==> config.mk <==
export PLATFORM = sky130hd
export DESIGN_NAME = present_key_schedule
export DESIGN_NICKNAME = d
export VERILOG_FILES = /design/src/rtl/present_key_schedule.sv
export SDC_FILE = /design/constraint.sdc
export NUM_CORES = 1
export LEC_CHECK = 0
export CAP_MARGIN = 20
export CORE_UTILIZATION = 50
export CTS_CLUSTER_DIAMETER = 200
export DETAILED_ROUTE_END_ITERATION = 10
export GPL_ROUTABILITY_DRIVEN = 0
export PLACE_DENSITY = 0.86
export SYNTH_ARGS = -nofsm -noshare
export SYNTH_HDL_FRONTEND = slang
export SYNTH_SLANG_ARGS = --single-unit
==> constraint.sdc <==
create_clock -name clk -period 6.2 [get_ports clk]
set_clock_uncertainty 0.05 [all_clocks]
set_input_delay 1.55 -clock clk [delete_from_list [all_inputs] [get_ports clk]]
set_output_delay 1.55 -clock clk [all_outputs]
set_load 0.01 [all_outputs]
==> src/rtl/present_key_schedule.sv <==
// PRESENT-80 round-key generator.
// Holds the 80-bit key state and presents round key Ki = key_state[79:16].
// Each `next` request in ACTIVE applies one key-schedule round. The schedule
// finishes in DONE once K(ROUNDS+1) is on the output.
// Optional feature macro: KS_STATE_OUT_EN. When it is defined, the block adds
// the key_state_out port, which exposes the raw 80-bit key state.
module present_key_schedule #(
    parameter int ROUNDS = 31,
    parameter int CNT_W  = 6
) (
    input  logic             clk,
    input  logic             rst,
    input  logic [79:0]      key_in,
    input  logic             load,
    input  logic             next,
    output logic [63:0]      round_key,
    output logic             round_key_valid,
    output logic [CNT_W-1:0] round_cnt,
    output logic             done
`ifdef KS_STATE_OUT_EN
    ,
    output logic [79:0]      key_state_out
`endif
);

    typedef enum logic [1:0] {
        IDLE   = 2'd0,
        ACTIVE = 2'd1,
        DONE   = 2'd2
    } state_t;

    // Round index carried by the final key; reaching it ends the schedule.
    localparam logic [CNT_W-1:0] LAST_CNT = CNT_W'(ROUNDS + 1);

    // PRESENT 4-bit S-box.
    function automatic logic [3:0] sbox(input logic [3:0] x);
        logic [3:0] y;
        case (x)
            4'h0:    y = 4'hC;
            4'h1:    y = 4'h5;
            4'h2:    y = 4'h6;
            4'h3:    y = 4'hB;
            4'h4:    y = 4'h9;
            4'h5:    y = 4'h0;
            4'h6:    y = 4'hA;
            4'h7:    y = 4'hD;
            4'h8:    y = 4'h3;
            4'h9:    y = 4'hE;
            4'hA:    y = 4'hF;
            4'hB:    y = 4'h8;
            4'hC:    y = 4'h4;
            4'hD:    y = 4'h7;
            4'hE:    y = 4'h1;
            4'hF:    y = 4'h2;
            default: y = 4'h0;
        endcase
        return y;
    endfunction

    // One key-schedule round. The state is rotated left by 61 bits, the top
    // nibble is passed through the S-box, and the round index is XORed in.
    function automatic logic [79:0] key_update(input logic [79:0] k, input logic [4:0] i);
        logic [79:0] r;
        r          = {k[18:0], k[79:19]};
        r[79:76]   = sbox(r[79:76]);
        r[19:15]   = r[19:15] ^ i;
        return r;
    endfunction

    state_t           state_r;
    state_t           state_s;
    logic [79:0]      key_state_r;
    logic [79:0]      key_state_s;
    logic [CNT_W-1:0] round_cnt_r;
    logic [CNT_W-1:0] round_cnt_s;
    logic [CNT_W-1:0] cnt_inc_s;
    logic             valid_r;
    logic             valid_s;
    logic             done_r;
    logic             done_s;

    // Next-state logic. A load restarts the schedule from any state and takes
    // priority over next. Next only advances the schedule while ACTIVE.
    always_comb begin
        state_s     = state_r;
        key_state_s = key_state_r;
        round_cnt_s = round_cnt_r;
        cnt_inc_s   = round_cnt_r + CNT_W'(1);
        if (load) begin
            key_state_s = key_in;
            round_cnt_s = CNT_W'(1);
            state_s     = ACTIVE;
        end else begin
            case (state_r)
                IDLE: begin
                    state_s = IDLE;
                end
                ACTIVE: begin
                    if (next) begin
                        key_state_s = key_update(key_state_r, round_cnt_r[4:0]);
                        round_cnt_s = cnt_inc_s;
                        if (cnt_inc_s == LAST_CNT) begin
                            state_s = DONE;
                        end else begin
                            state_s = ACTIVE;
                        end
                    end else begin
                        state_s = ACTIVE;
                    end
                end
                DONE: begin
                    state_s = DONE;
                end
                default: begin
                    // An illegal encoding falls back to idle, and the counter is cleared.
                    state_s     = IDLE;
                    round_cnt_s = '0;
                end
            endcase
        end
        valid_s = (state_s != IDLE);
        done_s  = (state_s == DONE);
    end

    // State and output registers. Reset has the highest priority and aborts any schedule in progress.
    always_ff @(posedge clk) begin
        if (rst) begin
            state_r     <= IDLE;
            key_state_r <= 80'h0;
            round_cnt_r <= '0;
            valid_r     <= 1'b0;
            done_r      <= 1'b0;
        end else begin
            state_r     <= state_s;
            key_state_r <= key_state_s;
            round_cnt_r <= round_cnt_s;
            valid_r     <= valid_s;
            done_r      <= done_s;
        end
    end

    assign round_key       = key_state_r[79:16];
    assign round_key_valid = valid_r;
    assign round_cnt       = round_cnt_r;
    assign done            = done_r;

`ifdef KS_STATE_OUT_EN
    assign key_state_out = key_state_r;
`endif

endmodule

# Yosys cells after proc, flatten, opt, wreduce, memory -nomap -nowiden
# Memory sizes are Yosys's and may differ from the RTL's. A register that Yosys moved wholly into a read port is not among the register bits.
# Index checks and enable logic that the tools add are counted.
# W data, S select, Z words.
dict set report totals {
  input_bits 84
  n_memories 1
  rom_bits 64
  register_bits 90
  wordCells 38
}
# name words word_bits read_ports rd_ports_with_merged_regs write_ports line
set mem_list {}
lappend mem_list {{(name not given)} 16 4 1 1 0 38} ;# case (x)
dict set report classes {
  n_bitwise 2
  n_reduce_logical 9
  muxes 12
  n_eq_ne 7
  addsub 1
}
# op count
set op_table {}
lappend op_table {{$mux W80} 3}
lappend op_table {{$pmux W6 S2} 1}
lappend op_table {{$mux W4} 2}
lappend op_table {{$add A6 B1 Y6 const B} 1}
lappend op_table {{$eq A6 B6 Y1 const B} 1}
lappend op_table {{$mux W2} 3}
lappend op_table {{$mux W6} 1}
lappend op_table {{$reduce_and A2 Y1} 3}
lappend op_table {{$reduce_bool A2 Y1} 3}
lappend op_table {{$xor A5 B5 Y5} 1}
lappend op_table {{$eq A2 B2 Y1 const B} 2}
lappend op_table {{$pmux W2 S2} 1}
lappend op_table {{$reduce_or A2 Y1} 2}
lappend op_table {{$ne A3 B3 Y1 const B} 1}
lappend op_table {{$eq A2 B1 Y1 const B} 1}
lappend op_table {{$logic_not A2 Y1} 1}
lappend op_table {{$ne A2 B1 Y1 const B} 1}
lappend op_table {{$ne A2 B2 Y1 const B} 1}
lappend op_table {{$mux W1} 1}
lappend op_table {{$not A1 Y1} 1}

# Logic depth before layout (Yosys ltp)
# Gate-level depths: netlist of run 1.
dict set report logic_depth {
  ltp_word 7
  depth_mapped 13
  mapped_depth_nobuf 11
}

# Least setup slack after synthesis of run 1
# Ideal clock, no wire load.
dict set report synth_timing {
  path_type {input to register}
  from {input port load}
  to {register (tool-made name)}
  stages 8
  slack_ns 2.912
  t_required_ns 6.023
  arrival_ns 3.111
  path_cell_list {buf_2 nand3b_4 o221ai_1 nor2b_1 inv_1 ha_1 nor2_1 or3_1}
}
# item line
set synth_rtl {}
lappend synth_rtl {{start: declaration} 14} ;# input logic load,

==> flow_summary_export.csv, run 1 <==
group,metric,value,unit
sta,finalSetupViolations,0,
cts,number_of_sinks_driven_by_the_clock_tree,94,
synthesis,number_of_synthesized_flops_with_an_enable_pin,0,
cells_and_area,final_layout_size_suffix_gt1_frac,0.0407,
synthesis,post_synth_fa_ha_maj_area_fraction,0.0252,
floorplan,floorplan.die_area,10300,um^2
floorplan,initial_core_util,0.513,
cts,ctsLongestPathBuffers,2,
floorplan,core_region_area,9680,um^2
synthesis,asyncSetResetFlopFracSynth,0,
worst_setup_path,arrival,4.26,ns
detailed_routing,avgRoutedWirePerCell,15.4,um
grt,antenna_violations_before_repair,0,
detailed_routing,post_drt_via_cell_ratio,5.31,
detailed_routing,routed-via-count,4750,
synthesis,syn-mean-instance-area,7.10,um^2
cts,cts-root-buf,"clkbuf_8",
cts,clock_latency_on_the_worst_skew_pair,0.35,ns
worst_setup_path,cpMaxStageDelayCell,"clkdlybuf4s50_1",
worst_setup_path,start_kind,"input port",
detailed_routing,firstDrtPassIters,5,
cts,tritoncts,"yes",
cells_and_area,final_nets,850,
sta,timing.final.crit_share,0.657,
pwr,powerDensity,217,nW/um^2
synthesis,synth_xor_xnor_area_share,0.0141,
sta,setup_repair_after_global_routing_missed_its_margin,"no",
cts,post_cts_hold_buffer_count,0,
floorplan,die_x,102,um
worst_hold_path,timing.hold.worst.class,"reg -> reg",
cells_and_area,antenna_cells,0,
placed_design,number_of_i_o_port_buffers,155,
sta,setup_ws,2.13,ns
sta,report.final.slew_viol_count,0,
sta,tightestPinTransition,1.06,ns
placed_design,dpl.hpwl,9560,um
synthesis,muxShareOfSynthArea,0.00403,
grt,grt.total_usage,0.261,
sta,slew_headroom,0.295,
worst_setup_path,critical-path-max-stage-delay,0.64,ns
placed_design,placed_area,6010,um^2
detailed_routing,antenna_violating_nets_post_route,0,
grt,grt_pass1_wl,21000,um
pwr,maximum_vdd_ir_drop,0.000112,V
cts,cts-buffers-inserted,9,
synthesis,yosys.cell_types.count,45,
cts,postCtsResizedCells,0,
synthesis,largest_family_of_logic_cells_by_synthesized_area,"simple AND/OR/NAND/NOR gates",
worst_setup_path,path_class,"in -> reg",
worst_setup_path,cp_data_required_time,6.39,ns
synthesis,dominantRegCellSynth,"dfxtp_1",
detailed_routing,drcViolationCount,0,
grt,grt_overflow,0,
synthesis,synth-compound-area-share,0.200,
worst_setup_path,crit_path_end_kind,"flip-flop",
synthesis,synth-simple-area-share,0.230,
sta,fmax,246,MHz
detailed_routing,detail_route.iter0.violations,302,
cells_and_area,final_core_utilization,0.642,
synthesis,cells_after_synth,700,
cts,cts_clock_pin_slew_for_the_worst_setup_and_hold_paths,0.09,ns
sta,period_minus_slack,4.07,ns
synthesis,yosys_warns,0,
sta,setup_tns,0,ns
cells_and_area,areaGrowthSynthToFinish,25.1,%
cells_and_area,final_cell_area,6220,um^2
synthesis,postSynthNetCount,794,
floorplan,chipHeight,102,um
cts,setup_fix_buffers_added_after_clock_tree_synthesis,0,
floorplan,floorplan.io_pins,156,
run,cap_viol_max_count,0,
cts,cts_h_tree_lvls,3,
pwr,static-leakage-power,2.28,nW
synthesis,synth.ff_latch_count,94,
floorplan,std_cell_rows,36,
synthesis,synth_seq_area_share,0.378,
run_status,status,"finished clean",
sta,number_of_failing_hold_endpoints_at_the_final_stage,0,
detailed_routing,finalWirelength,13700,um
grt,maximum_number_of_pins_on_one_net_before_global_route_repair,84,
worst_setup_path,crit_chain,"clkdlybuf4s50_1 > and2_2 > buf_4 > o211ai_1 > a21o_1 > inv_1 > ha_1 > nor4b_4 > or3_1",
grt,grt_pass1_vias,4283,
placed_design,detailedPlace.worstSlack,1.82,ns
worst_setup_path,worstPathMaxFanout,81,
synthesis,netlist_area_before_placement,4970,um^2
==> through the flow <==
step           hold WS (ns)  instances  total power, mW
2_1_floorplan         0.450        700            0.839
3_3_place_gp          0.426        878            0.931
3_5_place_dp          0.471        878            0.939
4_1_cts               0.484        894             1.35
5_1_grt               0.528        894             1.40
6_report              0.487        894             1.35
==> final timing paths <==
path / from / endpoint / slack, ns / cells past startpoint
max: next / flip-flop / 2.13 / 9
min: round_cnt[5] / round_cnt[5] / 0.49 / 2
max reg2reg: state_r[1] / flip-flop / 3.13 / 10
min reg2reg: round_cnt[5] / round_cnt[5] / 0.49 / 2
==> area by class of cell <==
class	count	area [um^2]
Fill cell	852	3470
Multi-Input combinational cell	483	2360
Sequential cell	94	1880
Timing Repair Buffer	159	1570
Tap cell	133	166
Clock buffer	10	138
Clock inverter	6	67.6
Inverter	9	33.8
==> Yosys cell counts, types with 2 or more instances <==
master,count,share of area
nand3_1,2,0.0020
nor4b_1,2,0.0035
clkbuf_1,24,0.018
o221ai_1,3,0.0053
buf_2,11,0.011
and2_1,2,0.0025
mux2i_1,2,0.0040
nor2b_1,4,0.0050
a21oi_1,162,0.16
or2_2,2,0.0025
inv_1,9,0.0068
o21ai_0,8,0.0081
a211oi_1,2,0.0030
nor2_1,90,0.068
nand3b_1,4,0.0060
dfxtp_1,94,0.38
nand2b_1,2,0.0025
nand2_1,157,0.12
ha_1,10,0.025
a31oi_1,3,0.0038
xnor2_1,5,0.0088
xor2_1,3,0.0053
buf_6,2,0.0045
buf_4,65,0.098
buf_1,12,0.0091
==> per-layer routing <==
metal  routed length [um]  global-route usage  vias to the layer above
met3                  950              0.0352                       32
met5                    0                   0                        -
li1                     -                   -                     2342
met4                  411               0.117                        0
met1                 5550               0.320                     2164
met2                 6820               0.456                      212
==> state kept, by name, summed over array words and instances, names as in the netlist, named ones only <==
name             count
key_state_r         80
round_key_valid      1
done                 1
state_r              2
round_cnt            6
==> where the power goes <==
part	switching (mW)	total (mW)	internal [mW]
Combinational	0.126	0.260	0.134
Clock	0.221	0.420	0.200
Sequential	0.0299	0.669	0.639
Total	0.376	1.35	0.973
==> cells by family after synthesis <==
| family | Yosys count |
|---|---|
| compound gates | 188 |
| xor+xnor | 8 |
| fa+ha+maj | 10 |
| buf+inv | 123 |
| flops | 94 |
| mux | 2 |
| simple gates | 275 |
==> placed cells by master (no fill, tap or decap), types with 4 or more instances in the layout <==
master	instances
a21oi_1	162
buf_4	5
clkbuf_8	10
clkdlybuf4s50_1	153
dfxtp_1	94
ha_1	10
inv_1	9
nand2_1	157
nand3b_1	4
nor2_1	90
nor2b_1	4
o21ai_0	8
xnor2_1	5
==> worst max-delay path: cells and delay by family <==
| family | cells | cell delay (ns) |
|---|---|---|
| AND/OR/NAND/NOR | 3 | 0.64 |
| adder cells (fa/ha/maj) | 1 | 0.21 |
| buffers and inverters | 3 | 1.37 |
| AO/OA/AOI/OAI | 2 | 0.46 |
Power figures use the tool's default switching activity.
==> run 2: changes to the inputs <==
Settings changed: CORE_UTILIZATION 50 to 47, PLACE_DENSITY 0.86 to 0.82.
Clock period 6.2 ns to 3.9 ns, I/O delays scaled along.
==> flow_summary_export.csv, run 2 (synthesis gave the netlist of run 1 again) <==
group,metric,value,unit
detailed_routing,post_drt_via_cell_ratio,5.29,
placed_design,placedCellCount,883,
grt,busiest_layer,"met2",
cts,cts-root-buf,"clkbuf_8",
worst_hold_path,timing.hold.worst.class,"reg -> reg",
worst_setup_path,worstPathMaxFanout,7,
cts,cts-buffers-inserted,9,
worst_hold_path,min_from,"round_cnt[5]",
sta,number_of_failing_hold_endpoints_at_the_final_stage,0,
worst_setup_path,cp_data_required_time,4.06,ns
sta,timing.final.crit_share,0.825,
worst_setup_path,cpMostUsedCell,"o221ai_1",
worst_setup_path,crit_chain,"clkdlybuf4s50_1 > and2_2 > o221ai_1 > nor2b_1 > inv_1 > ha_1 > xnor2_1 > o221ai_1",
cts,clock_latency_on_the_worst_skew_pair,0.36,ns
floorplan,die_x,105,um
cts,ctsLongestPathBuffers,2,
sta,setup_tns,0,ns
floorplan,chipHeight,105,um
cts,postCtsResizedCells,0,
sta,fmax,311,MHz
cells_and_area,final_cells,898,
placed_design,number_of_i_o_port_buffers,155,
placed_design,detailedPlace.worstSlack,0.399,ns
pwr,static-leakage-power,2.29,nW
grt,antenna_violations_before_repair,0,
cells_and_area,final_layout_size_suffix_gt1_frac,0.0420,
floorplan,floorplan.io_pins,156,
worst_setup_path,cpMaxStageDelayCell,"clkdlybuf4s50_1",
detailed_routing,firstDrtPassIters,5,
cells_and_area,antenna_cells,0,
worst_setup_path,timing.rr.start,"state_r[1]",
cells_and_area,top_register,"key_state_r",
worst_setup_path,start_kind,"input port",
worst_setup_path,crit_path_end_kind,"flip-flop",
cts,cts_clock_pin_slew_for_the_worst_setup_and_hold_paths,0.09,ns
cells_and_area,largest_register_ff_count,80,
grt,grt_pass1_vias,4566,
worst_setup_path,path_class,"in -> reg",
detailed_routing,finalWirelength,13600,um
sta,setup_repair_after_global_routing_missed_its_margin,"no",
detailed_routing,drcViolationCount,0,
detailed_routing,detail_route.iter0.violations,268,
sta,period_minus_slack,3.22,ns
cts,cts_h_tree_lvls,3,
detailed_routing,routed-via-count,4748,
cells_and_area,final_core_utilization,0.607,
grt,groute.layer.met2.usage,0.441,
cts,number_of_sinks_driven_by_the_clock_tree,94,
worst_setup_path,arrival,3.38,ns
cts,post_cts_hold_buffer_count,0,
cells_and_area,areaGrowthSynthToFinish,25.5,%
pwr,maximum_vdd_ir_drop,0.000202,V
grt,grt_overflow,0,
floorplan,core_region_area,10300,um^2
sta,tightestPinTransition,1.09,ns
worst_setup_path,critPathBufInv,2,
placed_design,dpl.hpwl,9540,um
grt,groute.layer.met3.usage,0.0437,
sta,finalSetupViolations,0,
cells_and_area,layout_commonest_cell,"a21oi_1",
placed_design,placed_area,6030,um^2
cts,tritoncts,"yes",
run_status,status,"finished clean",
sta,report.final.slew_viol_count,0,
worst_setup_path,startpoint,"next",
floorplan,floorplan.die_area,11000,um^2
grt,maximum_number_of_pins_on_one_net_before_global_route_repair,121,
floorplan,std_cell_rows,37,
detailed_routing,antenna_violating_nets_post_route,0,
grt,globalRouteMet1Util,0.293,
cells_and_area,final_cell_area,6240,um^2
run,cap_viol_max_count,0,
sta,setup_ws,0.684,ns
cells_and_area,layout.cells.most_common_list,"a21oi_1, nand2_1, clkdlybuf4s50_1, dfxtp_1, nor2_1",
grt,grt.total_usage,0.248,
grt,grt_pass1_wl,21900,um
cells_and_area,num-fill-cells,970,
worst_setup_path,path_delay_family,"simple AND/OR/NAND/NOR gates",
worst_setup_path,critical-path-max-stage-delay,0.55,ns
cts,setup_fix_buffers_added_after_clock_tree_synthesis,0,
pwr,powerDensity,348,nW/um^2
sta,slew_headroom,0.272,
cells_and_area,final_nets,852,
detailed_routing,avgRoutedWirePerCell,15.1,um
floorplan,initial_core_util,0.484,
-- run 2: cell types whose count changed in the layout (fill, tap and decap cells not counted), sizes merged --
cell / delta
inv: -1
bufinv: +1
clkinv: +1
clkinvlp: -1
clkbuf: -1
buf: +2
-- run 2: worst reg2reg max path, stage by stage, from the launching register on --
cell and delay [ns]:
dfxtp_1 0.35, inv_1 0.06, ha_1 0.32, and2_2 0.29
o221ai_1 0.26, nor2b_1 0.40, inv_1 0.14, ha_1 0.37
xnor2_1 0.22, o221ai_1 0.16
-- run 2: through the flow --
| stage | hold WS [ns] | power [mW] |
|---|---|---|
| 2_1_floorplan | 0.450 | 1.33 |
| 3_3_place_gp | 0.427 | 1.48 |
| 3_5_place_dp | 0.445 | 1.50 |
| 4_1_cts | 0.458 | 2.20 |
| 5_1_grt | 0.477 | 2.28 |
| 6_report | 0.459 | 2.17 |
-- run 2: layout make-up --
cell class | instances | area, um^2 | area share
Multi-Input combinational cell | 483 | 2360 | 0.378
Clock buffer | 9 | 124 | 0.0198
Tap cell | 136 | 170 | 0.0273
Inverter | 9 | 33.8 | 0.00541
Timing Repair Buffer | 161 | 1590 | 0.255
Sequential cell | 94 | 1880 | 0.301
Clock inverter | 6 | 86.3 | 0.0138
-- run 2: per-layer routing --
layer,vias to the layer above,routed length [um],share of wire
li1,2349,-,-
met1,2180,5520,0.41
met2,192,6790,0.50
met3,27,906,0.067
met4,0,350,0.026
met5,-,0,0
-- run 2: where the power goes --
part / internal, mW / leakage (nW) / switching (mW) / total (mW)
Clock: 0.358 / 0.105 / 0.341 / 0.699
Sequential: 1.02 / 0.775 / 0.0462 / 1.06
Combinational: 0.215 / 1.41 / 0.198 / 0.413
Total: 1.59 / 2.29 / 0.585 / 2.17
-- run 2: final timing paths --
kind,end,slack [ns],depth (start not counted)
max,flip-flop,0.68,8
min,round_cnt[5],0.46,2
max reg2reg,flip-flop,1.15,9
min reg2reg,round_cnt[5],0.46,2
==> run 3: changes to the inputs <==
Settings changed: CORE_UTILIZATION 47 to 43, PLACE_DENSITY 0.82 to 0.79.
Clock period 3.9 ns to 2.6 ns, I/O delays scaled along.
==> flow_summary_export.csv, run 3 (synthesis gave the netlist of run 1 again) <==
group,metric,value,unit
worst_setup_path,cpMaxStageDelayCell,"or3_1",
pwr,powerDensity,564,nW/um^2
sta,timing.final.crit_share,0.907,
floorplan,initial_core_util,0.451,
sta,finalSetupViolations,0,
worst_setup_path,path_delay_family,"simple AND/OR/NAND/NOR gates",
worst_setup_path,cp_data_required_time,2.75,ns
cts,cts_clock_pin_slew_for_the_worst_setup_and_hold_paths,0.06,ns
placed_design,number_of_i_o_port_buffers,155,
worst_setup_path,path_class,"reg -> reg",
worst_hold_path,min_from,"round_cnt[5]",
placed_design,detailedPlace.worstSlack,-0.234,ns
pwr,power.net_switching,0.910,mW
detailed_routing,post_drt_via_cell_ratio,5.25,
worst_setup_path,critPathBufInv,3,
worst_setup_path,crit_path_end_kind,"flip-flop",
sta,setup_ws,0.243,ns
sta,report.final.slew_viol_count,0,
detailed_routing,detail_route.iter0.violations,310,
detailed_routing,firstDrtPassIters,5,
worst_setup_path,worstPathMaxFanout,8,
cts,tritoncts,"yes",
worst_setup_path,critical-path-max-stage-delay,0.37,ns
sta,fmax,424,MHz
floorplan,floorplan.die_area,12000,um^2
cells_and_area,layout_commonest_cell,"a21oi_1",
floorplan,chipHeight,110,um
worst_setup_path,start_kind,"flip-flop",
grt,grt_pass1_vias,4451,
worst_setup_path,timing.rr.start,"state_r[1]",
cts,clock_latency_on_the_worst_skew_pair,0.33,ns
cells_and_area,top_register,"key_state_r",
detailed_routing,avgRoutedWirePerCell,15.3,um
worst_setup_path,cpMostUsedCell,"inv_1",
pwr,maximum_vdd_ir_drop,0.000400,V
cts,cts-buffers-inserted,9,
sta,number_of_failing_hold_endpoints_at_the_final_stage,0,
cells_and_area,final_layout_size_suffix_gt1_frac,0.0545,
cts,ctsLongestPathBuffers,2,
cells_and_area,final_nets,861,
cells_and_area,largest_register_ff_count,80,
sta,slew_headroom,0.508,
grt,maximum_number_of_pins_on_one_net_before_global_route_repair,78,
cts,number_of_sinks_driven_by_the_clock_tree,94,
sta,period_minus_slack,2.36,ns
worst_hold_path,timing.hold.worst.class,"reg -> reg",
floorplan,core_region_area,11000,um^2
cts,cts_h_tree_lvls,3,
floorplan,floorplan.io_pins,156,
detailed_routing,finalWirelength,14000,um
cells_and_area,final_core_utilization,0.585,
run_status,status,"finished clean",
cells_and_area,areaGrowthSynthToFinish,29.7,%
detailed_routing,routed-via-count,4782,
worst_setup_path,arrival,2.51,ns
detailed_routing,antenna_violating_nets_post_route,0,
pwr,comb_power_share,0.175,
grt,grt_pass1_wl,21800,um
grt,grt.total_usage,0.234,
worst_setup_path,crit_chain,"inv_1 > ha_2 > and2_2 > buf_4 > o211ai_1 > a21o_1 > inv_1 > ha_1 > nor4b_4 > or3_1",
cts,cts-root-buf,"clkbuf_16",
cts,setup_fix_buffers_added_after_clock_tree_synthesis,0,
sta,tightestPinTransition,0.738,ns
floorplan,std_cell_rows,38,
placed_design,dpl.hpwl,9940,um
worst_setup_path,startpoint,"state_r[1]",
sta,setup_repair_after_global_routing_missed_its_margin,"no",
grt,grt_overflow,0,
pwr,share_clk_of_total_power,0.386,
grt,antenna_violations_before_repair,0,
pwr,static-leakage-power,2.40,nW
pwr,intPower,2.73,mW
run,cap_viol_max_count,0,
floorplan,die_x,110,um
cells_and_area,num-fill-cells,1038,
pwr,power.switching_fraction,0.250,
pwr,power.share.sequential,0.439,
detailed_routing,drcViolationCount,0,
cells_and_area,layout.cells.most_common_list,"a21oi_1, nand2_1, clkdlybuf4s50_1, dfxtp_1, nor2_1",
sta,final.hold.worst_slack,0.450,ns
cells_and_area,antenna_cells,0,
cts,post_cts_hold_buffer_count,0,
-- run 3: cell count changes in the layout (fill, tap and decap cells not counted), sizes merged --
cell | before | now
clkbuf | 9 | 12
dlymetal6s2s | 0 | 1
clkdlybuf4s50 | 153 | 152
inv | 10 | 9
clkinvlp | 1 | 0
clkinv | 2 | 1
buf | 8 | 17
-- run 3: final cells by class --
cell class / instances / area, um^2 / share of cell area
Clock buffer: 12 / 246 / 0.0382
Timing Repair Buffer: 170 / 1670 / 0.260
Clock inverter: 3 / 68.8 / 0.0107
Multi-Input combinational cell: 483 / 2370 / 0.367
Sequential cell: 94 / 1880 / 0.292
Inverter: 9 / 33.8 / 0.00524
Tap cell: 140 / 175 / 0.0272
-- run 3: per-stage QoR --
| stage | setup TNS (ns) | cell area [um^2] | instances | power, mW |
|---|---|---|---|---|
| floorplan | 0 | 4970 | 700 | 2.00 |
| global placement | -1.08 | 6120 | 896 | 2.25 |
| detailed placement | -2.45 | 6120 | 896 | 2.26 |
| CTS | 0 | 6430 | 911 | 3.67 |
| global route | 0 | 6450 | 911 | 3.80 |
| finish | 0 | 6450 | 911 | 3.64 |
-- run 3: tightest hold or removal path: cells and delay by family, from the launching register on --
family | cells | cell delay [ns]
flip-flops | 1 | 0.34
AO/OA/AOI/OAI | 1 | 0.05
AND/OR/NAND/NOR | 1 | 0.07
-- run 3: worst paths after layout --
check	depth (start not counted)	endpoint	slack, ns
worst min-delay path	2	round_cnt[5]	0.45
worst min register to register	2	round_cnt[5]	0.45
worst max register to register	10	flip-flop	0.24
worst max-delay path	10	flip-flop	0.24
-- run 3: power by group through the flow --
stage	sequential (mW)	clock [mW]	combinational, mW
4_1_cts	1.60	1.43	0.636
5_1_grt	1.60	1.49	0.698
6_report	1.60	1.41	0.636
3_5_place_dp	1.63	0	0.630
3_3_place_gp	1.63	0	0.617
2_1_floorplan	1.60	0	0.399
-- run 3: routing by layer --
layer  vias up  track usage  routed length, um
li1       2372            -                  -
met1      2216        0.281               5700
met2       179        0.406               6850
met3        15       0.0640               1170
met4         0       0.0714                231
met5         -            0                  0
-- run 3: timing repair --
item,4_1_cts,5_1_grt
hold endpoints to repair,0,0
resized for setup,0,4
setup endpoints to repair,0,2
==> patch: new RTL, flow settings as in run 3 <==
Set the parameter `CNT_W` to 12 (it was 6).
--- a/src/rtl/present_key_schedule.sv
+++ b/src/rtl/present_key_schedule.sv
@@ -8,3 +8,3 @@
     parameter int ROUNDS = 31,
-    parameter int CNT_W  = 6
+    parameter int CNT_W  = 12
 ) (
Interface: changed (resized round_cnt); port bits go from 156 to 162. The function was not compared with the original's and may differ.
==> patch against run 3 <==
  * Sequential cell count rose by 6
  * Global-route usage fell by 0.085 points
  * Cell area rose by 8.3%
  * Setup slack got worse by 110 ps
  * Total power rose by 1.4%
  * Wire length rose by 7.0%
  * Synthesized area rose by 7.8%
  * Clock power fell by 4%
==> patch: results (changes against run 3) <==
Num CTS Buffers=9 (unchanged); clock latency on the worst-skew pair=350 ps (was 330 ps); # H-tree levels=3 (unchanged); dpl cell area=6680 um^2 (was 6120 um^2); Top Layer Used=met4 (unchanged); pin count of the biggest net entering global routing=81 (was 78); top cells by area, synth=dfxtp_1 (37%), a21oi_1 (16%), nand2_1 (11%) (was dfxtp_1 (38%), a21oi_1 (16%), nand2_1 (12%)); fin nets=930 (was 861); IO Port Bufs=161 (was 155); layout cells sized above 1=6.67% (was 5.45%); Netlist cell types=45 (unchanged); Clock Tree Buf Depth=2 (unchanged); detailed-route via count=5199 (was 4782); Reg2Reg Launch Point=state_r[1]$_SDFF_PP0_ (unchanged); postcts setup bufs=0 (unchanged); crit path from=next (was state_r[1]$_SDFF_PP0_); Seq/Total Area, Yosys=37.4% (was 37.8%); post-DP HPWL=10500 um (was 9940 um); TritonRoute pass-1 iters=6 (was 5); setup_tns=0 ps (unchanged); outcome=finished clean (unchanged); M3 GR Usage=6.11% (was 6.40%); CP Max Fanout=44 (was 8); VDD IR-drop max=0.445 mV (was 0.400 mV); Largest Register=key_state_r (unchanged); Resize count post-CTS=0 (unchanged); met1 Use GR=29.4% (was 28.1%); Synth warnings=0 (unchanged); LEAKAGE=0.00254 uW (was 0.00240 uW); clock slew seen by the registers of the worst setup and hold paths=70 ps; Routed WL=14900 um (was 14000 um); filler cell count=1095 (was 1038); number of global-route vias before repair=4663 (was 4451); Post-Synthesis Net Count=847 (was 794); global routing usage on met2=39.1% (was 40.6%); Worst EP arrival=2680 ps (was 2510 ps); multi-input combinational cell area=2590 um^2 (was 2370 um^2); Detailed Route Iter0 Violations=503 (was 310); antenna violations before repair=0 (unchanged); Commonest cells post-synth=a21oi_1 (166), nand2_1 (161), dfxtp_1 (100) (was a21oi_1 (162), nand2_1 (157), dfxtp_1 (94)); min-delay src=round_cnt[11]$_SDFFE_PP0P_ (was round_cnt[5]$_SDFFE_PP0P_); Worst-Margin Slew=811 ps (was 738 ps); first-pass GRT wire length=23600 um (was 21800 um); wl on met1=6430 um (was 5700 um); Post-synth EDFFs=0 (unchanged); Met3 Wirelength=981 um (was 1170 um); met2 wire len=7240 um (was 6850 um); number of flip-flops in the largest register=80 (unchanged); All-Layer GR Usage=23.3% (was 23.4%)
## patch: cell count changes after synthesis, moves of 5 or more
cell | run 3 | this run
nand4_1 | 1 | 6
clkbuf_1 | 24 | 41
dfxtp_1 | 94 | 100
nor2_1 | 90 | 98
buf_2 | 11 | 3
buf_1 | 12 | 4
a311oi_1 | 0 | 7
## patch: logic make-up after synthesis
| logic type | synth area share (%) |
|---|---|
| AO/OA/AOI/OAI | 21.4 |
| XOR/XNOR | 1.31 |
| adder cells (fa/ha/maj) | 2.34 |
| buffers and inverters | 14.4 |
| flip-flops | 37.4 |
| multiplexers | 0.981 |
| AND/OR/NAND/NOR | 22.2 |
## patch: critical path: stages
cell	delay (ps)
clkdlybuf4s50_1	560
and2_4	200
buf_4	410
nand2_1	260
buf_4	220
nor2_1	100
nor2_1	50
a311oi_1	230
## patch: metrics by stage
step	hold WS, ps	cells	total power [uW]	setup WS (ps)
floorplan	502	753	2090	29.1
global placement	502	993	2360	-172
detailed placement	497	993	2370	-306
CTS	514	1008	3720	66.3
global route	545	1008	3860	5.21
finish	516	1008	3690	135
## patch: final timing paths
check / end / slack [ps] / cells after the start
worst max register to register: round_cnt[8]$_SDFFE_PP0P_ / 270 / 9
worst min-delay path: round_cnt[11]$_SDFFE_PP0P_ / 520 / 1
worst max-delay path: round_cnt[8]$_SDFFE_PP0P_ / 130 / 8
worst min register to register: round_cnt[11]$_SDFFE_PP0P_ / 520 / 1
## patch: where the power goes
group          leakage [uW]  internal (uW)  switching, uW
clock network      0.000138            766            580
logic               0.00158            349            307
registers          0.000823           1620           66.8
## patch: final cells by class
cell class,instances,share of cell area [%]
tap,168,3.01
multi-input combinational,524,37.2
clock inverter,4,0.717
timing repair buffer,192,26.5
sequential,100,28.7
clock buffer,11,3.48
inverter,9,0.484
